## src/rtl/key_char_fifo.sv

```systemverilog
// ---------------------------------------------------------------------------
// key_char_fifo
//
// Purpose: turns PS/2 make events into 5-bit character codes
// (a-z -> 1..26, space -> 27, optional backspace -> 31) and queues them in a
// small FIFO. The counting stage drains the FIFO with a valid/ready
// handshake. Enter presses are reported as a one-cycle pulse and are never
// queued.
//
// Optional feature macro: KEYFIFO_BACKSPACE_EN
//   defined   -> backspace (scan code 66) is queued as code 31
//   undefined -> backspace is dropped like any unmapped key
//
// Ports:
//   clk, rst        clock, asynchronous active-high reset
//   key_valid       one-cycle pulse per decoder make/break event
//   last_change     scan code of that event, bit 8 = E0 extended flag
//   key_down        held-key bitmap indexed by scan code
//   enable          accept new characters only while high
//   flush           synchronous clear of FIFO, overflow flag and counter
//   char_ready      consumer ready
//   char_valid      FIFO not empty
//   char_code       head-of-FIFO code (holds last value while empty)
//   enter_pulse     one-cycle pulse after an Enter press
//   overflow        sticky: a code was dropped on a full FIFO
//   char_cnt        saturating count of codes written into the FIFO
// ---------------------------------------------------------------------------
module key_char_fifo #(
  parameter int DEPTH = 4,
  parameter int CNT_W = 10
) (
  input  logic             clk,
  input  logic             rst,
  input  logic             key_valid,
  input  logic [8:0]       last_change,
  input  logic [127:0]     key_down,
  input  logic             enable,
  input  logic             flush,
  input  logic             char_ready,
  output logic             char_valid,
  output logic [4:0]       char_code,
  output logic             enter_pulse,
  output logic             overflow,
  output logic [CNT_W-1:0] char_cnt
);

  localparam int AW = $clog2(DEPTH);

  // Set-2 scan code to character code; 0 means "not a queued character".
  function automatic logic [4:0] map_code(input logic [6:0] sc);
    logic [4:0] code;
    code = 5'd0;
    case (sc)
      7'h1C: code = 5'd1;   7'h32: code = 5'd2;   7'h21: code = 5'd3;
      7'h23: code = 5'd4;   7'h24: code = 5'd5;   7'h2B: code = 5'd6;
      7'h34: code = 5'd7;   7'h33: code = 5'd8;   7'h43: code = 5'd9;
      7'h3B: code = 5'd10;  7'h42: code = 5'd11;  7'h4B: code = 5'd12;
      7'h3A: code = 5'd13;  7'h31: code = 5'd14;  7'h44: code = 5'd15;
      7'h4D: code = 5'd16;  7'h15: code = 5'd17;  7'h2D: code = 5'd18;
      7'h1B: code = 5'd19;  7'h2C: code = 5'd20;  7'h3C: code = 5'd21;
      7'h2A: code = 5'd22;  7'h1D: code = 5'd23;  7'h22: code = 5'd24;
      7'h35: code = 5'd25;  7'h1A: code = 5'd26;
      7'h29: code = 5'd27;
`ifdef KEYFIFO_BACKSPACE_EN
      7'h66: code = 5'd31;
`endif
      default: code = 5'd0;
    endcase
    return code;
  endfunction

  logic             r_dec_valid;
  logic [4:0]       r_dec_code;
  logic             r_enter;
  logic             r_overflow;
  logic [CNT_W-1:0] r_cnt;
  logic [AW:0]      r_wr_ptr;
  logic [AW:0]      r_rd_ptr;
  logic [4:0]       r_last;
  logic [4:0]       r_mem [DEPTH];

  logic       w_press;
  logic [4:0] w_map;
  logic       w_load;
  logic       w_is_enter;
  logic       w_empty;
  logic       w_full;
  logic       w_pop;
  logic       w_write;
  logic       w_drop;
  logic [4:0] w_head;

  // Extended codes and codes >= 0x80 are rejected by bits [8:7]; break
  // events are rejected because the key is no longer held.
  assign w_press    = key_valid && (last_change[8:7] == 2'b00) && key_down[last_change[6:0]];
  assign w_map      = map_code(last_change[6:0]);
  assign w_load     = w_press && enable && (w_map != 5'd0);
  assign w_is_enter = w_press && (last_change[6:0] == 7'h5A);

  // Pointers carry one extra wrap bit: equal -> empty, only wrap bit
  // differing -> full.
  assign w_empty = (r_wr_ptr == r_rd_ptr);
  assign w_full  = (r_wr_ptr[AW] != r_rd_ptr[AW]) &&
                   (r_wr_ptr[AW-1:0] == r_rd_ptr[AW-1:0]);
  assign w_pop   = !w_empty && char_ready;
  // A pop in the same cycle frees the slot the write needs.
  assign w_write = r_dec_valid && (!w_full || w_pop);
  assign w_drop  = r_dec_valid && w_full && !w_pop;

  assign w_head = r_mem[r_rd_ptr[AW-1:0]];

  always_ff @(posedge clk or posedge rst) begin
    if (rst) begin
      r_dec_valid <= 1'b0;
      r_dec_code  <= 5'd0;
      r_enter     <= 1'b0;
      r_overflow  <= 1'b0;
      r_cnt       <= '0;
      r_wr_ptr    <= '0;
      r_rd_ptr    <= '0;
      r_last      <= 5'd0;
    end else begin
      // Enter is reported regardless of enable and flush.
      r_enter <= w_is_enter;
      if (!w_empty) begin
        r_last <= w_head;
      end
      if (flush) begin
        r_dec_valid <= 1'b0;
        r_dec_code  <= 5'd0;
        r_overflow  <= 1'b0;
        r_cnt       <= '0;
        r_wr_ptr    <= '0;
        r_rd_ptr    <= '0;
      end else begin
        r_dec_valid <= w_load;
        r_dec_code  <= w_map;
        if (w_pop) begin
          r_rd_ptr <= r_rd_ptr + (AW+1)'(1);
        end
        if (w_write) begin
          r_wr_ptr <= r_wr_ptr + (AW+1)'(1);
          if (r_cnt != {CNT_W{1'b1}}) begin
            r_cnt <= r_cnt + CNT_W'(1);
          end
        end
        if (w_drop) begin
          r_overflow <= 1'b1;
        end
      end
    end
  end

  // Storage has no reset: its contents are only visible while non-empty.
  always_ff @(posedge clk) begin
    if (!flush && w_write) begin
      r_mem[r_wr_ptr[AW-1:0]] <= r_dec_code;
    end
  end

  assign char_valid  = !w_empty;
  assign char_code   = w_empty ? r_last : w_head;
  assign enter_pulse = r_enter;
  assign overflow    = r_overflow;
  assign char_cnt    = r_cnt;

endmodule

```

## config.mk

```make
export PLATFORM = sky130hd
export DESIGN_NAME = key_char_fifo
export DESIGN_NICKNAME = d
export VERILOG_FILES = /design/src/rtl/key_char_fifo.sv
export SDC_FILE = /design/constraint.sdc
export NUM_CORES = 1
export LEC_CHECK = 0
export BUFFER_PORTS_ARGS = -buffer_cell sky130_fd_sc_hd__buf_2
export CAP_MARGIN = 40
export CORE_MARGIN = 3
export CORE_UTILIZATION = 39
export CTS_BUF_LIST = sky130_fd_sc_hd__clkbuf_2
export DETAILED_ROUTE_END_ITERATION = 10
export PLACE_DENSITY_LB_ADDON = 0.25
export RECOVER_POWER = 25
export SYNTH_ARGS = -nofsm -noshare
export SYNTH_HDL_FRONTEND = slang
export SYNTH_SLANG_ARGS = --single-unit
```

## constraint.sdc

```tcl
create_clock -name clk -period 2.05 [get_ports clk]
set_input_delay 0.1025 -clock clk [delete_from_list [all_inputs] [get_ports clk]]
set_output_delay 0.1025 -clock clk [all_outputs]
set_load 0.1 [all_outputs]
```

==> flow_summary.toml <==
[outcome]
status = "complete, but fails checks"
violations = "negative setup slack"

[grt]
antenna_found_initial = 0
grt_use_total_pct = 17.8
top_usage_layer = "met2"
grt_max_degree = 31
grt_pass1_wl_um = 16300
met2_usage_pct = 33.4
overflow = 0
grt_pass1_vias = 3463
grt.met3_usage_pct = 2.82
grtUsageMet1_pct = 21.0

[timing]
fin_crit_ps = 2060
maxSlewViolCount = 0
worst_slew_pin_slew_ps = 727
worst_slack_ps = -9.87
fin_crit_sh_pct = 100
setup_viol = 1
max_freq_mhz = 485
hold_viol = 0
relSlewSlack_pct = 51.1
fin_skew_ps = 31.6
rsz0062_at_grt = "true"

[yosys]
synth_seq_cells = 49
synth_edf_count = 20
synth_seq_area_share_pct = 34.1
yosysWarnings = 0
synth_cells = 344
yosysMostFrequentCell = "nor2_1"
synth_top_cell_by_area = "dfrtp_1"
synth.distinct_cells = 59
async_reset_ff_share_pct = 59.2
synth_nets = 501
synth_top_cell_area_share_pct = 18.6
synthFlopType = "dfrtp_1"
syn_avg_cell_area_um2 = 11.3
yosys-top-cells-area = "dfrtp_1 19%, mux4_2 16%, edfxtp_1 15%"
synth_common_cells = "30 x nor2_1, 29 x dfrtp_1, 28 x mux4_2"
synthesis.area_um2 = 3890

[power]
p_leak_nw = 2.31
p_per_area_nw_per_um2 = 554
peakVddDrop_mv = 0.549

[clock_network]
clk_path_buf_depth = 2
cts_tree = "built"
cts.clk_slew.worst_paths_ps = 250
clk_latency_ps = 420
root_buffer = "clkbuf_2"
cts.sinks = 49
cts_max_level = 2
cts_made_buffers = 5

[worst_setup_path]
timing.critical_path.max_delay_family = "multiplexers"
cp-start-kind = "register"
critPathArrivalTime_ps = 1960
rrSetupSlack_ps = 150
crit_buf_inv = 2
criticalPathCategory = "reg -> out"
cp_cell_sequence = "buf_6 > mux4_2 > mux2_4 > buf_12"
endpoint = "char_code[3]"
cp-startpoint = "r_rd_ptr[0]$_DFFE_PP0P_"
slowest_delay_ps = 510
cp.depth = 4
r2r_cells = 5
critPathCaptureType = "output pin"
critPathSlowestCell = "mux4_2"
worst-path-max-fanout = 6
reg2reg_to = "r_mem[2][3]$_DFFE_PP_"
worstPathRequired_ps = 1950
r2r_start = "r_wr_ptr[1]$_DFFE_PP0P_"

[detailed_routing]
wl_um = 10000
viasPerCell = 5.21
wire_per_inst_um = 15.5
drt-initial-drc-count = 113
postRouteAntennaNets = 0
drc_errors = 0
drt-pass1-iter-count = 4
routed-via-count = 3373

[die]
start_util_pct = 41.1
dieArea_um2 = 11200
fp-row-count = 35
io_pins = 161
die_w_um = 106
die_y_um = 106
core_um2 = 9460

[placed_design]
place_hpwl_um = 8320
gp_congestion = 0.792
placed_cells = 632
io_buffers = 160

[hold_path]
min_path_type = "in -> reg"

[run]
max_cap_violations = 0

[layout]
final_core_util_pct = 54.9
fillers = 883
final_cell_count_no_fill = 648
drive_gt1_share_pct = 48.7
antenna_cells = 0
area_delta_synth_final_pct = 33.5
fin_nets = 675
-- per-layer routing --
metal	part of all wire [%]	wire length, µm
met5	0	0
met3	6.0	600
met1	38	3800
met4	1.4	139
met2	55	5500
-- worst min path at each step --
stage	from	endpoint	slack [ps]	cells after the start
finish	flush	char_cnt[2]$_DFFE_PP0P_	70	3
global route	flush	char_cnt[2]$_DFFE_PP0P_	80	3
CTS	flush	char_cnt[2]$_DFFE_PP0P_	60	3
detailed placement	rst	char_cnt[6]$_DFFE_PP0P_	190	3
global placement	rst	char_cnt[5]$_DFFE_PP0P_	190	3
floorplan	rst	char_cnt[0]$_DFFE_PP0P_	180	1
-- per-stage QoR --
step | setup WS [ps] | TNS [ps] | instance area [µm²] | power [mW] | hold slack (ps)
after floorplan | -49.8 | -95.4 | 3950 | 1.89 | 180
after global placement | 114 | 0 | 5010 | 2.35 | 190
after detailed placement | 105 | 0 | 5010 | 2.36 | 193
after CTS | -43.8 | -186 | 5190 | 2.91 | 63.0
after global routing | -129 | -618 | 5200 | 3.02 | 77.6
final | -9.87 | -9.87 | 5200 | 2.88 | 74.2
-- cells in the final DEF, fill, tap and decap left out, types with 6 or more instances in the layout --
master	Yosys	routed
buf_2	10	154
clkbuf_2	0	6
inv_1	10	10
nor2b_1	8	8
nor2_1	30	29
nor3_1	6	6
xnor2_1	6	6
buf_4	3	23
o21ai_0	7	7
dfrtp_2	0	7
a21oi_1	6	6
xor2_1	10	9
buf_12	1	7
dlygate4sd3_1	0	7
ha_1	14	13
dfrtp_1	29	20
mux4_2	28	28
nand2_1	27	26
edfxtp_1	20	20
mux2i_1	19	19
nand2b_1	9	9
nand3_1	12	12
-- worst reg2reg max path, stage by stage, from the launching register on --
cell	delay, ps
dfrtp_2	500
xor2_2	200
o41ai_2	390
buf_4	260
nor2_1	80
and2_1	240
-- power by group --
part | switching, mW | internal (mW) | total [mW]
combinational | 0.708 | 0.571 | 1.28
clock | 0.292 | 0.214 | 0.506
sequential | 0.0202 | 1.07 | 1.10
-- final cells by class --
class	count	area, µm²	share of cell area [%]
sequential	49	1340	25.8
tap	129	161	3.11
timing repair buffer	193	1170	22.6
multi-input combinational	259	2410	46.4
clock buffer	6	30.0	0.578
clock inverter	2	38.8	0.746
inverter	10	37.5	0.722
-- kinds of logic after synthesis --
| logic type | after synthesis | share of synthesized area, % |
|---|---|---|
| AND/OR/NAND/NOR | 117 | 15.6 |
| multiplexers | 61 | 26.7 |
| AO/OA/AOI/OAI | 51 | 10.0 |
| flip-flops | 49 | 34.1 |
| buffers and inverters | 36 | 5.47 |
| XOR/XNOR | 16 | 3.60 |
| adder cells (fa/ha/maj) | 14 | 4.50 |
-- sequential cells by signal, indices dropped and copies added, names as in the netlist --
signal	count
enter_pulse	1
r_dec_valid	1
char_cnt	10
r_mem	20
overflow	1
r_last	5
r_dec_code	5
r_wr_ptr	3
r_rd_ptr	3
-- timing repair --
item | CTS | global route
resized for setup | 8 | 2
setup buffers | 1 | 0
endpoints found under the setup margin | 5 | 8
hold endpoints to repair | 32 | 0
pin swaps | 0 | 1
hold buffers | 7 | 0
Power figures use the tool's default switching activity.
